==> config.mk <==
export PLATFORM = sky130hd
export DESIGN_NAME = addr_share_arb
export DESIGN_NICKNAME = d
export VERILOG_FILES = /design/src/rtl/addr_share_arb_pkg.sv /design/src/rtl/addr_share_arb_rr_pick.sv /design/src/rtl/addr_share_arb.sv
export SDC_FILE = /design/constraint.sdc
export NUM_CORES = 1
export LEC_CHECK = 0
export ABC_AREA = 1
export CORE_MARGIN = 4
export CORE_UTILIZATION = 48
export CTS_BUF_LIST = sky130_fd_sc_hd__clkbuf_8
export CTS_CLUSTER_DIAMETER = 200
export CTS_CLUSTER_SIZE = 40
export DETAILED_ROUTE_END_ITERATION = 10
export PLACE_DENSITY = 0.81
export SLEW_MARGIN = 10
export SYNTH_ARGS = -nofsm -noshare
export SYNTH_HDL_FRONTEND = slang
export SYNTH_SLANG_ARGS = --single-unit
==> constraint.sdc <==
create_clock -name arb_c1 -period 2.1 [get_ports arb_c1]
set_input_delay 0.42 -clock arb_c1 [delete_from_list [all_inputs] [get_ports arb_c1]]
set_output_delay 0.42 -clock arb_c1 [all_outputs]
set_load 0.01 [all_outputs]
==> src/rtl/addr_share_arb_pkg.sv <==
// Shared types and sizing helpers for the shared add/subtract arbiter.
// Holds the sequencer state encoding and the round-robin pointer width rule.
// No ports; imported by addr_share_arb and available to rr_pick users.
package addr_share_arb_pkg;

  // Sequencer states: sample a request, execute it, present the result.
  typedef enum logic [1:0] {
    ST_IDLE = 2'd0,
    ST_EXEC = 2'd1,
    ST_RESP = 2'd2
  } arb_state_t;

  // Pointer width for the default 4-requester build.
  localparam int unsigned ARB_NREQ_DEF = 4;
  localparam int unsigned ARB_PTR_W    = $clog2(ARB_NREQ_DEF);

  // Pointer width for an arbitrary requester count; never narrower than 1 bit.
  function automatic int unsigned arb_ptr_w(input int unsigned n);
    return (n > 1) ? $clog2(n) : 1;
  endfunction

endpackage

==> src/rtl/addr_share_arb_rr_pick.sv <==
// Round-robin picker: first set bit of elig_i at or above ptr_i, wrapping.
// Purely combinational, zero latency.
// Ports: elig_i (eligible vector), ptr_i (search start), pick_o (one-hot), found_o.
module rr_pick #(
  parameter int unsigned N  = 4,
  parameter int unsigned PW = 2
) (
  input  logic [N-1:0]  elig_i,
  input  logic [PW-1:0] ptr_i,
  output logic [N-1:0]  pick_o,
  output logic          found_o
);

  logic [2*N-1:0] dbl_rot;
  logic [N-1:0]   rot;
  logic [N-1:0]   lowest;
  logic [2*N-1:0] dbl_back;

  // Rotate the request vector so that bit ptr lands at position 0, take the
  // lowest set bit with the two's complement trick, then rotate back.
  always_comb begin
    dbl_rot  = {elig_i, elig_i} >> ptr_i;
    rot      = dbl_rot[N-1:0];
    lowest   = rot & (~rot + {{(N-1){1'b0}}, 1'b1});
    dbl_back = {lowest, lowest} << ptr_i;
    pick_o   = dbl_back[2*N-1:N];
    found_o  = |elig_i;
  end

endmodule

==> src/rtl/addr_share_arb.sv <==
// Round-robin sequencer sharing one registered WIDTH-bit add/subtract unit among NREQ clients.
// Ports: arb_c1/arb_rstn_i1 clock and sync active-low reset; per-requester req/mask/sub/a/b in;
// one-hot gnt and vld pulses, shared res/cout, busy flag and saturating ops counter out.
module addr_share_arb
  import addr_share_arb_pkg::*;
#(
  parameter int unsigned NREQ  = 4,
  parameter int unsigned WIDTH = 8,
  parameter int unsigned CNTW  = 16
) (
  input  logic                  arb_c1,
  input  logic                  arb_rstn_i1,
  input  logic [NREQ-1:0]       arb_req_i1,
  input  logic [NREQ-1:0]       arb_mask_i1,
  input  logic [NREQ-1:0]       arb_sub_i1,
  input  logic [NREQ*WIDTH-1:0] arb_a_i1,
  input  logic [NREQ*WIDTH-1:0] arb_b_i1,
  output logic [NREQ-1:0]       arb_gnt_o1,
  output logic [NREQ-1:0]       arb_vld_o1,
  output logic [WIDTH-1:0]      arb_res_o1,
  output logic                  arb_cout_o1,
  output logic                  arb_busy_o1,
  output logic [CNTW-1:0]       arb_ops_o1
);

  localparam int unsigned PTR_W = arb_ptr_w(NREQ);

  arb_state_t       state_q, state_d;
  logic [PTR_W-1:0] ptr_q, ptr_d;
  logic [NREQ-1:0]  sel_q, sel_d;
  logic [WIDTH-1:0] a_q, a_d;
  logic [WIDTH-1:0] b_q, b_d;
  logic             sub_q, sub_d;
  logic [NREQ-1:0]  gnt_q, gnt_d;
  logic [NREQ-1:0]  vld_q, vld_d;
  logic [WIDTH-1:0] res_q, res_d;
  logic             cout_q, cout_d;
  logic [CNTW-1:0]  ops_q, ops_d;

  logic [NREQ-1:0]  elig;
  logic [NREQ-1:0]  pick;
  logic             found;
  logic [WIDTH-1:0] a_mux, b_mux;
  logic             sub_mux;
  logic [PTR_W-1:0] ptr_nxt;
  logic [WIDTH:0]   sum;

  assign elig = arb_req_i1 & arb_mask_i1;

  rr_pick #(
    .N  (NREQ),
    .PW (PTR_W)
  ) u_rr_pick (
    .elig_i  (elig),
    .ptr_i   (ptr_q),
    .pick_o  (pick),
    .found_o (found)
  );

  // AND-OR operand mux driven by the one-hot pick; also derives the pointer
  // value one past the winner.
  always_comb begin
    a_mux   = '0;
    b_mux   = '0;
    sub_mux = 1'b0;
    ptr_nxt = '0;
    for (int k = 0; k < int'(NREQ); k++) begin
      a_mux   = a_mux | (arb_a_i1[k*WIDTH +: WIDTH] & {WIDTH{pick[k]}});
      b_mux   = b_mux | (arb_b_i1[k*WIDTH +: WIDTH] & {WIDTH{pick[k]}});
      sub_mux = sub_mux | (arb_sub_i1[k] & pick[k]);
      if (pick[k]) begin
        ptr_nxt = PTR_W'((k + 1) % int'(NREQ));
      end
    end
  end

  // Subtract is a + ~b + 1; the carry out then reads as "no borrow".
  assign sum = {1'b0, a_q} + {1'b0, b_q ^ {WIDTH{sub_q}}} + {{WIDTH{1'b0}}, sub_q};

  always_comb begin
    state_d = state_q;
    ptr_d   = ptr_q;
    sel_d   = sel_q;
    a_d     = a_q;
    b_d     = b_q;
    sub_d   = sub_q;
    gnt_d   = '0;
    vld_d   = '0;
    res_d   = res_q;
    cout_d  = cout_q;
    ops_d   = ops_q;
    case (state_q)
      ST_IDLE: begin
        if (found) begin
          a_d     = a_mux;
          b_d     = b_mux;
          sub_d   = sub_mux;
          sel_d   = pick;
          gnt_d   = pick;
          ptr_d   = ptr_nxt;
          state_d = ST_EXEC;
        end
      end
      ST_EXEC: begin
        {cout_d, res_d} = sum;
        vld_d           = sel_q;
        state_d         = ST_RESP;
      end
      ST_RESP: begin
        if (ops_q != {CNTW{1'b1}}) begin
          ops_d = ops_q + CNTW'(1);
        end
        state_d = ST_IDLE;
      end
      default: begin
        state_d = ST_IDLE;
      end
    endcase
  end

  always_ff @(posedge arb_c1) begin
    if (!arb_rstn_i1) begin
      state_q <= ST_IDLE;
      ptr_q   <= '0;
      gnt_q   <= '0;
      vld_q   <= '0;
      res_q   <= '0;
      cout_q  <= 1'b0;
      ops_q   <= '0;
    end else begin
      state_q <= state_d;
      ptr_q   <= ptr_d;
      gnt_q   <= gnt_d;
      vld_q   <= vld_d;
      res_q   <= res_d;
      cout_q  <= cout_d;
      ops_q   <= ops_d;
    end
  end

  // Operand latch and winner record are only read after being loaded in
  // IDLE, so they carry no reset.
  always_ff @(posedge arb_c1) begin
    sel_q <= sel_d;
    a_q   <= a_d;
    b_q   <= b_d;
    sub_q <= sub_d;
  end

  assign arb_gnt_o1  = gnt_q;
  assign arb_vld_o1  = vld_q;
  assign arb_res_o1  = res_q;
  assign arb_cout_o1 = cout_q;
  assign arb_busy_o1 = (state_q != ST_IDLE);
  assign arb_ops_o1  = ops_q;

endmodule
== Word-level counts from Yosys, hierarchy flattened ==
Cells that the tools add are included.
Word-level totals
  bits of input ports: 78
  logic and storage cells: 59
  output and inout bits: 34
  bits in registers: 58
Cells by class
  bitwise operators: 25
  add/sub/neg operators: 4
  equal/unequal tests: 4
  shift-type cells: 2
  reductions and logical operators: 7
  multiplexer cells: 6
Operators with widths (number)
  8-bit AND: 8
  8-bit OR: 6
  16-bit by 1-bit adder with 16-bit output, second input constant: 1
  16-bit != test, second input constant: 1
  8-bit by 8-bit adder with 9-bit output: 1
  9-bit by 1-bit adder with 9-bit output: 1
  4-bit AND: 2
  2-bit 2-to-1 mux: 4
  8-bit by 2-bit left shift with 8-bit output: 1
  8-bit by 2-bit >> shifter with 4-bit output: 1
  8-bit bitwise XOR: 1
  2-bit AND reduction: 3
  4-bit by 1-bit adder with 4-bit output, second input constant: 1
  1-bit AND: 4
  4-bit inverter: 1
  2-bit case mux with 2 select lines: 1
  4-bit OR reduction: 1
  1-bit OR: 3
  3-bit AND reduction: 1
  2-bit by 1-bit == test with 1-bit output, second input constant: 1
  2-bit == test, second input constant: 1
  2-bit logical NOT: 1
  2-bit != test, second input constant: 1
  2-bit nonzero test: 1
  1-bit 2-to-1 mux: 1

== Logic depth before layout (Yosys ltp) ==
Gate-level depths: netlist of run 1.
  word-level depth: 10
  mapped depth: 16

== By module ==
A second synthesis of run 1 with hierarchy kept.
Second synthesis, totals
  cell total of the unflattened synthesis: 474
  area, all modules: 3413.3 µm²
By module, submodules not included
  addr_share_arb: instances 1, cells an instance 422, area each 3134.3 µm²
  rr_pick: instances 1, cells an instance 52, area each 279.0 µm²

== Worst setup path before layout of run 1 ==
Ideal clock, no wire load.
  path kind: register to register
  start: register sub_q
  end: register cout_q, in the netlist arb_cout_o1
  data arrival time: 1807 ps
  path buffers: 1
  setup slack: 171 ps
  cell stages (with the launch flop): 11
  data required time: 1978 ps
  cells stage by stage: edfxtp_1 -> buf_2 -> xor2_1 -> fa_1 -> nand3_1 -> nand2_1 -> a21oi_1 -> o21bai_1 -> and2_1 -> o21ai_0 -> a21oi_1
On the way
  cells in the longest elaborated chain, start to end: 3
RTL lines
  from (decl): line addr_share_arb.sv:33  | logic sub_q, sub_d;
  from (signal assigned): line addr_share_arb.sv:147  | sub_q <= sub_d;
  8-bit bitwise XOR: line addr_share_arb.sv:78  | assign sum = {1'b0, a_q} + {1'b0, b_q ^ {WIDTH{sub_q}}} + {{WIDTH{1'b0}}, sub_q};
  8-bit by 8-bit adder with 9-bit output: line addr_share_arb.sv:78
  9-bit by 1-bit adder with 9-bit output (*): line addr_share_arb.sv:78
  to (signal assigned): line addr_share_arb.sv:136  | cout_q <= cout_d;
  to (decl): line addr_share_arb.sv:37  | logic cout_q, cout_d;
Every way passes the cells marked *; elsewhere a longest branch is shown, timed or not.
A chain may end at the register's enable or synchronous reset.

== Final worst setup path of run 1 ==
  start: register sub_q
  end: register res_q[5], in the netlist arb_res_o1[5]
On the way
  cells in the longest elaborated chain, start to end: 3
RTL lines
  8-bit bitwise XOR: line addr_share_arb.sv:78
  8-bit by 8-bit adder with 9-bit output: line addr_share_arb.sv:78
  9-bit by 1-bit adder with 9-bit output (*): line addr_share_arb.sv:78
  to (signal assigned): line addr_share_arb.sv:135  | res_q <= res_d;
  to (decl): line addr_share_arb.sv:36  | logic [WIDTH-1:0] res_q, res_d;
Marks and branches as above.

==> flow_summary.ini, run 1 <==
[synthesis]
synth_fa_ha_area_share_pct = 3.39
dominant_combinational_cell_family_by_area_after_synthesis = simple AND/OR/NAND/NOR gates
synth_warnings = 0
yosys_most_used_dff = dfxtp_1
postSynthCellCount = 508
synth_xor_area_share_pct = 4.69
synth_cell_types = 31
synthesis.area_per_instance_um2 = 6.98
netlist_area_um2 = 3550
synth_net_count = 595
muxShareOfSynthArea_pct = 0
ys_ff_latch = 58
synth_seq_area_share_pct = 38.7
ys_async_sr_fraction_pct = 0
simple_gate_portion_of_the_synthesized_area_pct = 35.8
synth_compound_gate_area_share_pct = 6.03
synth-edff-count = 21

[clock_tree]
holdBufCountCts = 0
cts_root_buf = clkbuf_8
num_cts_buffers = 9
clk_transition_reported_paths_ns = 0.07
clock_latency_ns = 0.34
tritoncts = built
clock_tree.htree_level_count = 3
clock_sinks = 58
ctsLongestPathBuffers = 2

[worst_setup_path]
critPathCaptureType = flip-flop
worstSetupStartpoint = sub_q$_DFFE_PP_
crit_fanout = 6
rrSetupSlack_ns = 0.10
capture_point_of_the_worst_path = arb_res_o1[5]$_SDFFE_PN0N_
critical_path.startpoint_type = flip-flop
criticalPathCategory = flip-flop to flip-flop
timing.reg2reg.worst_path_depth = 9
worstPathRequired_ns = 2.33
crit_arrival_ns = 2.22
critical_path.reg2reg.startpoint = sub_q$_DFFE_PP_
worstReg2RegEnd = arb_res_o1[5]$_SDFFE_PN0N_

[placed_design]
hpwl_mm = 6.95
gp_routability_congestion = 0.933
place_area_um2 = 4780
pre_cts_slack_ns = -0.206
port_buffers = 111

[finish]
antennaDiodeCount = 0
area_growth_pct = 43.6
postLayoutCellArea_um2 = 5090
drive_above_1_share_pct = 12.5
fin_nets = 724
seq_area_um2 = 1370
number_of_inserted_filler_cells_in_the_final_layout = 599
multi_input_comb_area_um2 = 1800

[detailed_routing]
vias_per_cell = 4.92
first_iter_violations = 204
post_drt_wl_per_cell_um = 12.3
route.final.wire_length_mm = 9.08
drt_pre_antenna_iters = 5
drcViolationCount = 0
antenna_violating_nets_post_route = 0
routed-via-count = 3645

[power_and_ir_drop]
cellLeakagePower_nw = 2.28
cellPowerDensity_nw_per_um2 = 1490
largest_voltage_drop_on_the_vdd_net_uv = 665

[floorplanning]
die-height_um = 94.0
floorplan.rows = 31
start_util_pct = 49.2
number_of_top_level_design_ports = 112
core_area_um2 = 7210
die_w_um = 94.0
fp.dieArea_um2 = 8830

[sta]
max_slew_margin_pct = 74.6
timing_hold_violations_final = 0
min_period_ns = 2.00
layout_worst_path_cycle_share_pct = 95.0
maxSlewViolCount = 0
rsz0062_at_grt = true
clock_skew_ns = 0.00856
maximum_operating_frequency_mhz = 501
totalNegativeSetupSlack_ns = 0
least_setup_slack_across_all_paths_after_layout_ns = 0.104
setup_viol = 0
worst_pin_slew_ns = 0.377

[grt]
number_of_global_route_vias_before_repair = 3478
grt_max_degree = 24
gr-usage-all-layers_pct = 20.6
gr-total-overflow = 0
antenna_violations_before_repair = 0
grt_pass1_wl_mm = 14.5

[min_path]
hp-class = flip-flop to flip-flop

[status]
run_status = completed

[job]
cap_viol_max_count = 0
## worst min path at each step
stage	from	cells past startpoint	endpoint
after CTS	sel_q[2]$_DFFE_PP_	2	arb_vld_o1[2]$_SDFF_PN0_
after global routing	sel_q[2]$_DFFE_PP_	2	arb_vld_o1[2]$_SDFF_PN0_
after global placement	sel_q[1]$_DFFE_PP_	2	arb_vld_o1[1]$_SDFF_PN0_
after floorplan	sel_q[0]$_DFFE_PP_	2	arb_vld_o1[0]$_SDFF_PN0_
final	sel_q[1]$_DFFE_PP_	2	arb_vld_o1[1]$_SDFF_PN0_
after detailed placement	sel_q[2]$_DFFE_PP_	2	arb_vld_o1[2]$_SDFF_PN0_
## repair_timing
item                                    4_1_cts  5_1_grt
buffers inserted                              1        4
endpoints found under the hold margin         0        0
pin swaps                                     0        8
endpoints found under the setup margin        1       25
gates cloned                                  0        2
gates resized for setup                       0       21
## cells in the mapped netlist, types with 5 or more instances
library cell / instances / area [µm²]
inv_1: 66 / 248
a21oi_1: 20 / 100
xnor2_1: 6 / 52.6
o21ai_0: 14 / 70.1
nor2_1: 33 / 124
edfxtp_1: 21 / 631
dfxtp_1: 37 / 741
ha_1: 8 / 100
nand2_1: 176 / 661
nand4_1: 5 / 31.3
nand2_2: 24 / 150
xor2_1: 13 / 114
nor3_1: 6 / 30.0
nand3_1: 42 / 210
## cells by family (layout without fill, tap and decap cells)
logic type,after synthesis,in the layout
simple gates,295,295
compound gates,40,40
flops,58,58
fa+ha+maj,9,9
xor+xnor,19,19
buf+inv,87,221
## through the flow
step	util (%)	hold WS [ns]	power, mW	cells
after floorplan	-	0.439	5.18	508
after global placement	66.2	0.446	5.94	718
after global routing	70.6	0.508	8.37	741
after CTS	69.3	0.474	7.24	735
final	70.6	0.472	7.61	741
after detailed placement	66.2	0.457	6.12	718
## report_power, final
part / switching, mW / internal (mW)
clock network: 0.441 / 0.656
logic: 2.73 / 1.92
registers: 0.196 / 1.67
total: 3.37 / 4.25
## layout by cell type (no fill, tap or decap), drive strengths merged, types with 3 or more instances in the layout
cell type / instances
nor3: 7
clkdlybuf4s50: 111
nor4: 3
nor2: 34
clkbuf: 9
clkinv: 3
inv: 73
buf: 19
ha: 8
a21oi: 20
nand4: 5
nand2: 200
dfxtp: 37
xor2: 13
edfxtp: 21
clkinvlp: 4
o21ai: 15
xnor2: 6
nand3: 42
## worst max-delay path, stage by stage, from the launching register on
cell and delay [ns]:
edfxtp_1 0.51, xor2_2 0.21, buf_4 0.15, ha_1 0.27
nand3_1 0.11, nand3b_1 0.17, a21oi_2 0.18, xor2_1 0.08
o21ai_0 0.14, inv_1 0.06
## flip-flops by register name, summed over array words and instances, names as in the netlist
name,count
arb_ops_o1,16
a_q,8
arb_res_o1,8
b_q,8
arb_gnt_o1,4
arb_vld_o1,4
sel_q,4
ptr_q,2
state_q,2
arb_cout_o1,1
sub_q,1
## metal layers
| metal | routed length (µm) | track usage, % | vias to the layer above |
|---|---|---|---|
| met3 | 647 | 5.53 | 15 |
| met5 | 0 | 0 | - |
| met1 | 3570 | 21.8 | 1641 |
| li1 | - | - | 1851 |
| met2 | 4670 | 38.5 | 138 |
| met4 | 193 | 7.58 | 0 |
## cell type report
cell class	instances	area share, %
clock buffers	9	2.43
flip-flops and latches	58	27.0
repair inverters	2	0.295
multi-input cells	363	35.4
well taps	99	2.43
repair buffers	130	24.9
inverters	73	5.90
clock inverters	7	1.70
No activity file was read; power rests on OpenSTA's default activity.
==> run 2, diff against run 1 <==
--- a/config.mk
+++ b/config.mk
@@ -7,12 +7,12 @@
 export LEC_CHECK = 0
 export ABC_AREA = 1
 export CORE_MARGIN = 4
-export CORE_UTILIZATION = 48
-export CTS_BUF_LIST = sky130_fd_sc_hd__clkbuf_8
+export CORE_UTILIZATION = 47
 export CTS_CLUSTER_DIAMETER = 200
 export CTS_CLUSTER_SIZE = 40
 export DETAILED_ROUTE_END_ITERATION = 10
-export PLACE_DENSITY = 0.81
+export PLACE_DENSITY = 0.8
+export SKIP_LAST_GASP = 1
 export SLEW_MARGIN = 10
 export SYNTH_ARGS = -nofsm -noshare
 export SYNTH_HDL_FRONTEND = slang
==> run 2 against run 1 <==
Via count shrank 1.7%. Clock power decreased by 18%. Combinational power about the same. Worst hold slack worse by 0.012 ns. Register-to-register slack worse by 0.05 ns. Critical path type unchanged. Critical endpoint is now arb_res_o1[7]$_SDFFE_PN0N_. Highest routed layer unchanged.
==> flow_summary.ini, run 2 (synthesis results as in run 1) <==
[floorplanning]
floorplan.rows = 31
fp.dieArea_um2 = 9000
core_area_um2 = 7290
die-height_um = 94.9
start_util_pct = 48.6
die_w_um = 94.9
number_of_top_level_design_ports = 112

[finish]
seq_area_um2 = 1370
layout.core_utilization_pct = 69.1
largest_register_ffs = 16
final_common_cell = nand2_1
area_growth_pct = 42.2
drive_above_1_share_pct = 12.0
layout.cells.most_common_list = 175 x nand2_1, 111 x clkdlybuf4s50_1, 65 x inv_1
number_of_inserted_filler_cells_in_the_final_layout = 624
fin_nets = 722
antennaDiodeCount = 0
multi_input_comb_area_um2 = 1810

[placed_design]
pre_cts_slack_ns = -0.175
hpwl_mm = 6.78
gp_routability_congestion = 0.955
port_buffers = 111

[sta]
least_setup_slack_across_all_paths_after_layout_ns = 0.0575
maxSlewViolCount = 0
layout_worst_path_cycle_share_pct = 97.3
rsz0062_at_grt = true
clock_skew_ns = 0.00960
setup_viol = 0
max_slew_margin_pct = 78.8
timing_hold_violations_final = 0
min_period_ns = 2.04
maximum_operating_frequency_mhz = 490
worst_pin_slew_ns = 0.316

[clock_tree]
cts_root_buf = clkbuf_8
holdBufCountCts = 0
clock_sinks = 58
clk_transition_reported_paths_ns = 0.06
num_cts_buffers = 9
clock_latency_ns = 0.33
clock_tree.htree_level_count = 3
ctsLongestPathBuffers = 2
tritoncts = built

[worst_setup_path]
worstPathRequired_ns = 2.36
crit_fanout = 6
criticalPathCategory = flip-flop to flip-flop
critPathCaptureType = flip-flop
critical_path.startpoint_type = flip-flop
crit_arrival_ns = 2.30

[grt]
gr-total-overflow = 0
antenna_violations_before_repair = 0
number_of_global_route_vias_before_repair = 3323
grt_pass1_wl_mm = 13.7
gr-usage-all-layers_pct = 19.0
grt_max_degree = 24

[min_path]
hp-class = flip-flop to flip-flop

[detailed_routing]
drt_pre_antenna_iters = 4
post_drt_wl_per_cell_um = 11.9
route.final.wire_length_mm = 8.77
vias_per_cell = 4.85
first_iter_violations = 168
drcViolationCount = 0
antenna_violating_nets_post_route = 0
routed-via-count = 3583

[power_and_ir_drop]
largest_voltage_drop_on_the_vdd_net_uv = 698
cellPowerDensity_nw_per_um2 = 1460
totalPowerFinal_mw = 7.38
cellLeakagePower_nw = 2.26

[status]
run_status = completed

[job]
cap_viol_max_count = 0
==> run 2: cell count changes in the layout (fill, tap and decap cells not counted), sizes merged <==
cell	change
clkbuf	+4
buf	-3
bufinv	-2
clkinvlp	-1
==> run 2: where the power goes <==
part           internal (mW)  leakage [nW]  switching, mW  total (mW)
combinational           1.86          1.66           2.76        4.61
sequential              1.67         0.509          0.187        1.86
clock                  0.487        0.0932          0.419       0.906
==> run 2: path summary, 6_finish.rpt <==
check / depth (start not counted) / slack, ns / start / end
max reg2reg: 8 / 0.06 / sub_q$_DFFE_PP_ / arb_res_o1[7]$_SDFFE_PN0N_
min: 2 / 0.46 / sel_q[1]$_DFFE_PP_ / arb_vld_o1[1]$_SDFF_PN0_
min reg2reg: 2 / 0.46 / sel_q[1]$_DFFE_PP_ / arb_vld_o1[1]$_SDFF_PN0_
max: 8 / 0.06 / sub_q$_DFFE_PP_ / arb_res_o1[7]$_SDFFE_PN0N_
==> run 2: area by class of cell <==
class	instances	area share, %
clock buffers	13	3.15
clock inverters	3	0.298
inverters	73	5.96
multi-input cells	363	35.9
flip-flops and latches	58	27.2
well taps	99	2.46
repair buffers	127	24.7
repair inverters	3	0.372
==> run 2: worst max-delay path: stages (launching register included) <==
cell and delay [ns]:
edfxtp_1 0.52, buf_4 0.21, xor2_1 0.15, ha_1 0.35
nand2_1 0.12, nand2_1 0.10, a31oi_1 0.23, nand3_1 0.13
a31oi_1 0.16
==> run 2: metal layers <==
| layer | wire [µm] | global-route usage, % |
|---|---|---|
| met3 | 594 | 3.90 |
| met5 | 0 | 0 |
| met2 | 4420 | 33.9 |
| met4 | 148 | 8.05 |
| met1 | 3600 | 21.8 |
==> run 2: per-stage QoR <==
step / cells / area (µm²) / TNS [ns] / hold slack (ns)
finish: 739 / 5040 / 0 / 0.460
global route: 739 / 5040 / -0.294 / 0.478
CTS: 734 / 4950 / 0 / 0.464
detailed placement: 718 / 4780 / -2.60 / 0.450
global placement: 718 / 4780 / -1.76 / 0.445
floorplan: 508 / 3550 / 0 / 0.439
==> run 2: what timing repair did <==
| item | CTS | global route |
|---|---|---|
| endpoints found under the setup margin | 0 | 24 |
| setup buffers | 0 | 2 |
| gates resized for setup | 0 | 20 |
| endpoints found under the hold margin | 0 | 0 |
